<file path="src/rtl/gps_pkg.sv">
// Shared definitions for the GPS trip accumulator: widths, FSM states,
// report record layout and a saturating counter helper.
// Optional feature macro: GPS_TRIP_AVG_EN (adds the DIV state).
package gps_pkg;

  localparam int D_W   = 40;
  localparam int SUM_W = 48;
  localparam int CNT_W = 16;

  typedef enum logic [1:0] {
    ST_IDLE   = 2'd0,
    ST_ACCUM  = 2'd1,
    ST_REPORT = 2'd2
`ifdef GPS_TRIP_AVG_EN
    , ST_DIV  = 2'd3
`endif
  } state_t;

  typedef struct packed {
    logic [SUM_W-1:0] total;
    logic [CNT_W-1:0] segs;
    logic [CNT_W-1:0] rej;
    logic [D_W-1:0]   longest;
    logic [D_W-1:0]   avg;
  } rpt_rec_t;

  localparam int REC_W = $bits(rpt_rec_t);

  // Counter increment that sticks at all-ones instead of wrapping.
  function automatic logic [CNT_W-1:0] sat_inc(input logic [CNT_W-1:0] v);
    return (&v) ? v : v + CNT_W'(1);
  endfunction

endpackage

</file>
<file path="src/rtl/gps_rpt_fifo.sv">
// First-word-fall-through report FIFO: head is visible on rd_data while
// rd_valid is high; a push while full is accepted only alongside a pop.
module gps_rpt_fifo #(
  parameter int WIDTH = 8,
  parameter int DEPTH = 4
) (
  input  logic             clk,
  input  logic             reset_n,
  input  logic             push,
  input  logic [WIDTH-1:0] wr_data,
  input  logic             rd_ready,
  output logic             rd_valid,
  output logic [WIDTH-1:0] rd_data,
  output logic             full
);

  localparam int PTR_W = $clog2(DEPTH);

  logic [WIDTH-1:0] mem [DEPTH];
  logic [PTR_W-1:0] wr_ptr_reg, rd_ptr_reg;
  logic [PTR_W:0]   count_reg;
  logic             pop, wr_en;

  assign rd_valid = (count_reg != '0);
  assign full     = (count_reg == (PTR_W+1)'(DEPTH));
  assign pop      = rd_valid && rd_ready;
  assign wr_en    = push && (!full || pop);
  // Gate the head so an empty FIFO presents an all-zero record.
  assign rd_data  = rd_valid ? mem[rd_ptr_reg] : '0;

  // Storage write; contents need no reset because count gates visibility.
  always_ff @(posedge clk) begin
    if (wr_en) mem[wr_ptr_reg] <= wr_data;
  end

  // Pointer and occupancy bookkeeping; pointers wrap naturally (power of two).
  always_ff @(posedge clk or negedge reset_n) begin
    if (!reset_n) begin
      wr_ptr_reg <= '0;
      rd_ptr_reg <= '0;
      count_reg  <= '0;
    end else begin
      if (wr_en) wr_ptr_reg <= wr_ptr_reg + PTR_W'(1);
      if (pop)   rd_ptr_reg <= rd_ptr_reg + PTR_W'(1);
      case ({wr_en, pop})
        2'b10:   count_reg <= count_reg + (PTR_W+1)'(1);
        2'b01:   count_reg <= count_reg - (PTR_W+1)'(1);
        default: count_reg <= count_reg;
      endcase
    end
  end

endmodule

</file>
<file path="src/rtl/gps_trip_accum.sv">
// Trip statistics accumulator: sums accepted segment distances, counts
// accepted and rejected (jump) segments, tracks the longest segment and
// queues one report record per trip into a small FWFT FIFO.
// Optional feature macro: GPS_TRIP_AVG_EN (restoring divider for rpt_avg).
module gps_trip_accum
  import gps_pkg::*;
#(
  parameter logic [D_W-1:0] JUMP_TH    = 40'h00_0010_0000,
  parameter int             FIFO_DEPTH = 4
) (
  input  logic             clk,
  input  logic             reset_n,
  input  logic             trip_start,
  input  logic             trip_end,
  input  logic             dist_valid,
  input  logic [D_W-1:0]   dist_in,
  output logic             busy,
  output logic             rpt_valid,
  input  logic             rpt_ready,
  output logic [SUM_W-1:0] rpt_total,
  output logic [CNT_W-1:0] rpt_segs,
  output logic [CNT_W-1:0] rpt_rej,
  output logic [D_W-1:0]   rpt_max,
  output logic [D_W-1:0]   rpt_avg,
  output logic             fifo_full
);

  state_t           state_reg, state_next;
  logic [SUM_W-1:0] total_reg;
  logic [CNT_W-1:0] segs_reg, rej_reg;
  logic [D_W-1:0]   max_reg;
  logic             clear_stats, take_dist, push;
  logic [SUM_W:0]   sum_ext;
  logic [D_W-1:0]   avg;
  rpt_rec_t         push_rec, head_rec;

`ifdef GPS_TRIP_AVG_EN
  localparam int DCNT_W = $clog2(SUM_W);
  logic              div_start;
  logic [CNT_W-1:0]  rem_reg;
  logic [SUM_W-1:0]  quot_reg;
  logic [DCNT_W-1:0] div_cnt_reg, bit_idx;
  logic [CNT_W:0]    rem_shift, rem_sub;
  logic              q_bit;
`endif

  // State register.
  always_ff @(posedge clk or negedge reset_n) begin
    if (!reset_n) state_reg <= ST_IDLE;
    else          state_reg <= state_next;
  end

  // Next-state and control strobes; trip_end takes priority over restart.
  always_comb begin
    state_next  = state_reg;
    clear_stats = 1'b0;
    take_dist   = 1'b0;
    push        = 1'b0;
`ifdef GPS_TRIP_AVG_EN
    div_start   = 1'b0;
`endif
    case (state_reg)
      ST_IDLE: begin
        if (trip_start) begin
          clear_stats = 1'b1;
          state_next  = ST_ACCUM;
        end
      end
      ST_ACCUM: begin
        if (trip_end) begin
          take_dist  = dist_valid;
`ifdef GPS_TRIP_AVG_EN
          div_start  = 1'b1;
          state_next = ST_DIV;
`else
          state_next = ST_REPORT;
`endif
        end else if (trip_start) begin
          clear_stats = 1'b1;
        end else begin
          take_dist = dist_valid;
        end
      end
      ST_REPORT: begin
        if (!fifo_full) begin
          push       = 1'b1;
          state_next = ST_IDLE;
        end
      end
`ifdef GPS_TRIP_AVG_EN
      ST_DIV: begin
        if (segs_reg == '0 || div_cnt_reg == DCNT_W'(SUM_W - 1))
          state_next = ST_REPORT;
      end
`endif
      default: state_next = ST_IDLE;
    endcase
  end

  assign sum_ext = {1'b0, total_reg} + {{(SUM_W + 1 - D_W){1'b0}}, dist_in};

  // Statistics update: jumps only bump the reject counter.
  always_ff @(posedge clk or negedge reset_n) begin
    if (!reset_n) begin
      total_reg <= '0;
      segs_reg  <= '0;
      rej_reg   <= '0;
      max_reg   <= '0;
    end else if (clear_stats) begin
      total_reg <= '0;
      segs_reg  <= '0;
      rej_reg   <= '0;
      max_reg   <= '0;
    end else if (take_dist) begin
      if (dist_in > JUMP_TH) begin
        rej_reg <= sat_inc(rej_reg);
      end else begin
        total_reg <= sum_ext[SUM_W] ? '1 : sum_ext[SUM_W-1:0];
        segs_reg  <= sat_inc(segs_reg);
        if (dist_in > max_reg) max_reg <= dist_in;
      end
    end
  end

`ifdef GPS_TRIP_AVG_EN
  // One restoring step per cycle, consuming the total MSB first.
  assign bit_idx   = DCNT_W'(SUM_W - 1) - div_cnt_reg;
  assign rem_shift = {rem_reg, total_reg[bit_idx]};
  assign rem_sub   = rem_shift - {1'b0, segs_reg};
  assign q_bit     = (rem_shift >= {1'b0, segs_reg});

  // Divider registers; cleared when the trip closes, stepped while in DIV.
  always_ff @(posedge clk or negedge reset_n) begin
    if (!reset_n) begin
      rem_reg     <= '0;
      quot_reg    <= '0;
      div_cnt_reg <= '0;
    end else if (div_start) begin
      rem_reg     <= '0;
      quot_reg    <= '0;
      div_cnt_reg <= '0;
    end else if (state_reg == ST_DIV && segs_reg != '0) begin
      rem_reg     <= q_bit ? rem_sub[CNT_W-1:0] : rem_shift[CNT_W-1:0];
      quot_reg    <= {quot_reg[SUM_W-2:0], q_bit};
      div_cnt_reg <= div_cnt_reg + DCNT_W'(1);
    end
  end

  assign avg = (|quot_reg[SUM_W-1:D_W]) ? '1 : quot_reg[D_W-1:0];
`else
  assign avg = '0;
`endif

  assign push_rec = '{total: total_reg, segs: segs_reg, rej: rej_reg,
                      longest: max_reg, avg: avg};

  gps_rpt_fifo #(
    .WIDTH (REC_W),
    .DEPTH (FIFO_DEPTH)
  ) u_fifo (
    .clk      (clk),
    .reset_n  (reset_n),
    .push     (push),
    .wr_data  (push_rec),
    .rd_ready (rpt_ready),
    .rd_valid (rpt_valid),
    .rd_data  (head_rec),
    .full     (fifo_full)
  );

  assign busy      = (state_reg != ST_IDLE);
  assign rpt_total = head_rec.total;
  assign rpt_segs  = head_rec.segs;
  assign rpt_rej   = head_rec.rej;
  assign rpt_max   = head_rec.longest;
  assign rpt_avg   = head_rec.avg;

endmodule

</file>
<file path="config.mk">
export PLATFORM = sky130hd
export DESIGN_NAME = gps_trip_accum
export DESIGN_NICKNAME = d
export VERILOG_FILES = /design/src/rtl/gps_pkg.sv /design/src/rtl/gps_rpt_fifo.sv /design/src/rtl/gps_trip_accum.sv
export SDC_FILE = /design/constraint.sdc
export NUM_CORES = 1
export LEC_CHECK = 0
export ABC_AREA = 1
export BUFFER_PORTS_ARGS = -buffer_cell sky130_fd_sc_hd__buf_2
export CAP_MARGIN = 10
export CORE_MARGIN = 2
export CORE_UTILIZATION = 40
export DETAILED_ROUTE_END_ITERATION = 16
export MAX_ROUTING_LAYER = met4
export PLACE_DENSITY = 0.65
export SLEW_MARGIN = 20
export SYNTH_ARGS = -nofsm -noshare
export SYNTH_HDL_FRONTEND = slang
export SYNTH_SLANG_ARGS = --single-unit
</file>
<file path="constraint.sdc">
create_clock -name clk -period 6.54 [get_ports clk]
set_input_delay 0.654 -clock clk [delete_from_list [all_inputs] [get_ports clk]]
set_output_delay 0.654 -clock clk [all_outputs]
set_load 0.02 [all_outputs]
</file>
; After elaboration in Yosys (flattened, before gate mapping)
; Memories as Yosys holds them, arrays and structs flattened.
; Cells that the tools add are included.
[word_totals]
ram_bits = 480
out_inout_bits = 163
n_memories = 1
input_bits = 46
regBits = 129
word_cells = 79
[classes]
addsub = 7
eq_ne = 11
n_reduce_logical = 18
n_mux = 32
n_lt_le_gt_ge = 2
[mem_list]
columns = memory, depth, word_bits, rd, rd_ports_with_merged_regs, write_ports, line
row1 = u_fifo.mem, 4, 120, 1, 0, 1, gps_rpt_fifo.sv:19  ; logic [WIDTH-1:0] mem [DEPTH];
[ops]
columns = cell, count
row1 = 48-bit two-way mux, 4
row2 = 160-bit two-way mux, 1
row3 = 40-bit two-way mux, 4
row4 = 16-bit two-way mux, 8
row5 = 48-bit by 40-bit adder with 49-bit output, 1
row6 = "40-bit by 21-bit greater-than comparator with 1-bit output, second input constant", 1
row7 = 40-bit greater-than comparator, 1
row8 = "16-bit by 1-bit adder with 16-bit output, second input constant", 2
row9 = 16-bit AND reduction, 2
row10 = "2-bit != test, second input constant", 6
row11 = 3-bit AND reduction, 4
row12 = 2-bit nonzero test, 5
row13 = 1-bit two-way mux, 9
row14 = 2-bit two-way mux, 3
row15 = 2-bit one-hot mux with 3 select lines, 1
row16 = 3-bit one-hot mux with 2 select lines, 1
row17 = "2-bit by 1-bit adder with 2-bit output, second input constant", 2
row18 = "2-bit by 1-bit == test with 1-bit output, second input constant", 2
row19 = "2-bit == test, second input constant", 2
row20 = "3-bit by 1-bit adder with 3-bit output, second input constant", 1
row21 = "3-bit == test, second input constant", 1
row22 = 3-bit nonzero test, 1
row23 = "3-bit by 1-bit subtractor with 3-bit output, second input constant", 1
row24 = 1-bit logical AND, 2
row25 = other kinds (5), 5

; Longest topological paths before layout
[depth]
word_depth = 6
depth_mapped = 16
ltp_nobuf = 15

; Hierarchy
; Synthesis repeated with hierarchy kept, for this count alone.
[unflattened]
hier_cells = 3621
area_unflattened_um2 = 35790.6
[by_module_without_submodules]
columns = module, cells_each, seq_area_each_um2, area_each_um2, instances
row1 = gps_rpt_fifo, 1940, 19393.6, 25286.8, 1
row2 = gps_trip_accum, 1681, 3052.9, 10503.8, 1

; Least setup slack after synthesis
; OpenSTA, ideal clock, no wires.
[synth_timing]
path_kind = reg2reg
startpoint = register state_reg[0]
endpoint = memory u_fifo.mem[0][0] (netlist name), enable pin
slack_ns = 0.199
path_buffers = 0
stages_incl_launch_ff = 4
setup_time_ns = 0.601
period_less_slack_ns = 6.341
t_arrival_ns = 5.740
required_time_ns = 5.939
path_cell_list = dfrtp_1 > inv_1 > nand3_1 > nor2_1
[synth_between]
elab_chain_len = 5
[synth_rtl]
columns = element, line
row1 = start: declaration, gps_trip_accum.sv:28  ; state_t state_reg, state_next;
row2 = start signal: assignment, gps_trip_accum.sv:50  ; else state_reg <= state_next;
row3 = 2-bit == test, gps_trip_accum.sv:62  ; case (state_reg)
row4 = 1-bit two-way mux, gps_trip_accum.sv:62
row5 = 1-bit logical AND, gps_rpt_fifo.sv:27  ; assign wr_en = push && (!full || pop);
row6 = 1-bit two-way mux, gps_rpt_fifo.sv:33  ; if (wr_en) mem[wr_ptr_reg] <= wr_data;
row7 = 1-bit two-way mux (implied by the code), gps_rpt_fifo.sv:33
row8 = end: declaration, gps_rpt_fifo.sv:19
; No other way between the ends.

; Worst setup path in the final report
[layout_timing]
startpoint = register u_fifo.rd_ptr_reg[0]
endpoint = output port rpt_total[28]
[layout_between]
elab_chain_len = 2
[layout_rtl]
columns = element, line
row1 = start: declaration, gps_rpt_fifo.sv:20  ; logic [PTR_W-1:0] wr_ptr_reg, rd_ptr_reg;
row2 = start signal: assignment, gps_rpt_fifo.sv:44  ; if (pop) rd_ptr_reg <= rd_ptr_reg + PTR_W'(1);
row3 = memory 4 x 120 bit, -
row4 = 160-bit two-way mux, gps_rpt_fifo.sv:29  ; assign rd_data = rd_valid ? mem[rd_ptr_reg] : '0;
row5 = end: declaration, gps_trip_accum.sv:20  ; output logic [SUM_W-1:0] rpt_total,
; No other way between the ends.

==> qor_table.md <==
| Item | This run |
| --- | --- |
| Clock transition at path regs | 0.07 ns |
| Worst endpoint required time | 5.89 ns |
| Delay of the slowest cell on the worst path | 0.76 ns |
| CTS max path bufs | 3 |
| I/O Pins | 209 |
| Number of inserted filler cells in the final layout | 7,032 |
| Number of flip-flops under the largest register name | 480 |
| Data arrival, critical path | 3.49 ns |
| Storage cell area | 17,600 um^2 |
| Die Footprint | 76,600 um^2 |
| Net count, final | 3,471 |
| Time the worst path needs with I/O delays and setup | 4.15 ns |
| Number of antenna-violating nets in the routed design | 0 |
| First-pass GRT wire length | 121,000 um |
| Quantity of I/O buffers inserted on ports | 168 |
| Cell with the most instances after synthesis | sky130_fd_sc_hd__nor2_1 |
| Residual overflow from global routing | 0 |
| Tightest hold margin | 0.147 ns |
| Core Region | 74,100 um^2 |
| Number of setup violations in the final report | 0 |
| Final clock period utilization by the worst path | 63.4% |
| DR vias | 21,900 |
| CTS root buffer | sky130_fd_sc_hd__clkbuf_16 |
| Length of the first detailed-routing pass in iterations | 7 |
| Post-Synthesis Mean Instance Area | 9.28 um^2 |
| TritonCTS Sinks | 609 |
| Max-Slew Margin vs Limit | 26.8% |
| Leak | 13.7 nW |
| Warning count from the yosys run | 0 |
| Number of antenna violations at the first check in global routing | 7 |
| Sequential area share after synthesis | 59.3% |
| Number of hold violations in the final report | 0 |
| Die span in x | 277 um |
| Setup repair after global routing missed its margin | no |
| Buffers inserted during post-CTS setup optimization | 0 |
| Wirelength per Cell | 17.9 um |
| Flip-flop cell with the highest count after synthesis | sky130_fd_sc_hd__edfxtp_1 |
| Number of CTS-inserted buffers | 67 |
| Worst-case setup slack after placement | 2.95 ns |
| Vertical die dimension | 277 um |
| Initial DRC Count | 1,699 |
| Cells along the critical path | inv_6 -> buf_4 -> o21ai_0 -> a21oi_1 -> buf_2 |
| Final setup margin | 2.39 ns |
| Critical Path End Type | output pin |
| Synth async-reset ratio | 21.2% |
| H-Tree Depth | 3 |
| Slowest cell on the critical path | sky130_fd_sc_hd__dfrtp_4 |
| Number of rows created at floorplan | 100 |
| Post-synthesis cell area | 29,800 um^2 |
| Maximum ir drop on the vdd rail | 0.318 mV |
| Pin count of the biggest net entering global routing | 121 |
| Worst min path class | in -> async |
| Setup TNS | 0 ns |
| Ranking of synthesized cells by area | sky130_fd_sc_hd__edfxtp_1 (48%), sky130_fd_sc_hd__dfrtp_1 (11%), sky130_fd_sc_hd__nor2_1 (8.3%) |
| Number of different library cells in the post-synthesis netlist | 40 |
| Flip-flop and latch count after synthesis | 609 |
| Worst Tran Pin Value | 1.10 ns |
| Latest clock arrival within the worst-skew pair | 0.62 ns |
| Overall fraction of global-route tracks in use | 21.0% |
| Biggest fanout along the worst timing path | 107 |
| Leading area contributor after synthesis | sky130_fd_sc_hd__edfxtp_1 |
| Vias in the first global route | 21,000 |
| Cells after synthesis | 3,206 |
| Post-DP HPWL | 51,200 um |
| Max-capacitance violation count | 0 |
| Area occupied by multi-input gates | 10,300 um^2 |
| Type of the worst setup path | reg -> out |
| Synth-to-layout area growth | 13.0% |
| Post-synth top area share | 48.4% |
| Maximum clock skew at final layout | 0.0220 ns |
| Number of flops mapped to enable cells by yosys | 480 |
| DR vias/cell | 5.02 |
| Max-slew violations | 0 |
| Ratio of cells with drive above 1 in the final layout | 10.3% |
| TritonCTS clock tree | done |
| Initial core utilization | 40.2% |
| Total length of routed wires | 78,400 um |
| Fmax achieved | 0.241 GHz |
| Crit path max-delay family | buffers and inverters |
| Count of buffer and inverter cells on the critical path | 3 |
| Result of the run | complete, no violations |
| Post-CTS sizing | 0 |
| DR DRC count | 0 |
| Synth cell count leaders | sky130_fd_sc_hd__nor2_1 (657), sky130_fd_sc_hd__nand2_1 (619), sky130_fd_sc_hd__edfxtp_1 (480) |
| Startpoint class of the critical path | flip-flop |
| Final weighted congestion in routability-driven placement | 0.974 |
| Hold Buf Count CTS | 0 |
| Pwr per Cell Area | 391 nW/um^2 |
-- per-layer routing --
layer / up-vias / global-route usage, % / wire length [um]
met2: 614 / 33.7 / 36900
li1: 10800 / - / -
met4: 0 / 6.93 / 2270
met3: 135 / 3.73 / 4830
met1: 10400 / 27.2 / 34300
met5: - / - / 0
-- cell families (layout without fill, tap and decap cells) --
kind of cell / Yosys count / in the layout / share of synthesized area [%]
AO/OA/AOI/OAI: 480 / 480 / 8.16
XOR/XNOR: 48 / 48 / 1.41
other: 1 / 47 / 0.0126
AND/OR/NAND/NOR: 1497 / 1497 / 20.5
buffers and inverters: 481 / 627 / 6.85
adder cells (fa/ha/maj): 89 / 89 / 3.79
multiplexers: 1 / 1 / 0.0336
flip-flops: 609 / 609 / 59.3
-- path summary, 6_finish.rpt --
path | from | to | slack [ns] | cells past startpoint
max reg2reg | total_reg[0] | total_reg[27] | 3.37 | 14
min in group clk | dist_in[3] | max_reg[3] | 0.36 | 3
max in group asynchronous | reset_n | u_fifo.rd_ptr_reg[1] | 5.19 | 2
max | u_fifo.rd_ptr_reg[0] | rpt_total[28] | 2.39 | 5
min | reset_n | total_reg[30] | 0.15 | 1
min reg2reg | u_fifo.count_reg[0] | u_fifo.count_reg[0] | 0.50 | 1
-- cells in the final DEF, fill, tap and decap left out, drive strengths merged, types with 43 or more instances in the layout --
master	count
nor2	664
nand2	629
edfxtp	480
inv	319
o21ai	302
buf	186
a21oi	171
nand3	149
dfrtp	129
ha	87
clkbuf	84
xor2	43
-- power breakdown --
group | switching [mW] | total, mW | internal, mW
Clock | 1.57 | 3.89 | 2.32
Sequential | 0.321 | 4.93 | 4.61
Combinational | 3.13 | 4.34 | 1.21
-- stage by stage --
stage               cells  power, mW  area, um^2  utilization, %
floorplan            3245       7.87       29900               -
global placement     4236       9.36       31300            42.3
detailed placement   4236       9.41       31300            42.3
CTS                  4360       13.3       33600            45.4
global route         4367       13.9       33600            45.4
finish               4367       13.2       33600            45.4
-- layout make-up --
| cell class | instances | area share (%) |
|---|---|---|
| flip-flops and latches | 609 | 52.5 |
| multi-input cells | 2155 | 30.5 |
| clock buffers | 84 | 5.29 |
| well taps | 969 | 3.61 |
| inverters | 317 | 3.57 |
| repair buffers | 186 | 3.00 |
| clock inverters | 40 | 1.50 |
| diodes | 7 | 0.0521 |
Power figures use the tool's default switching activity.
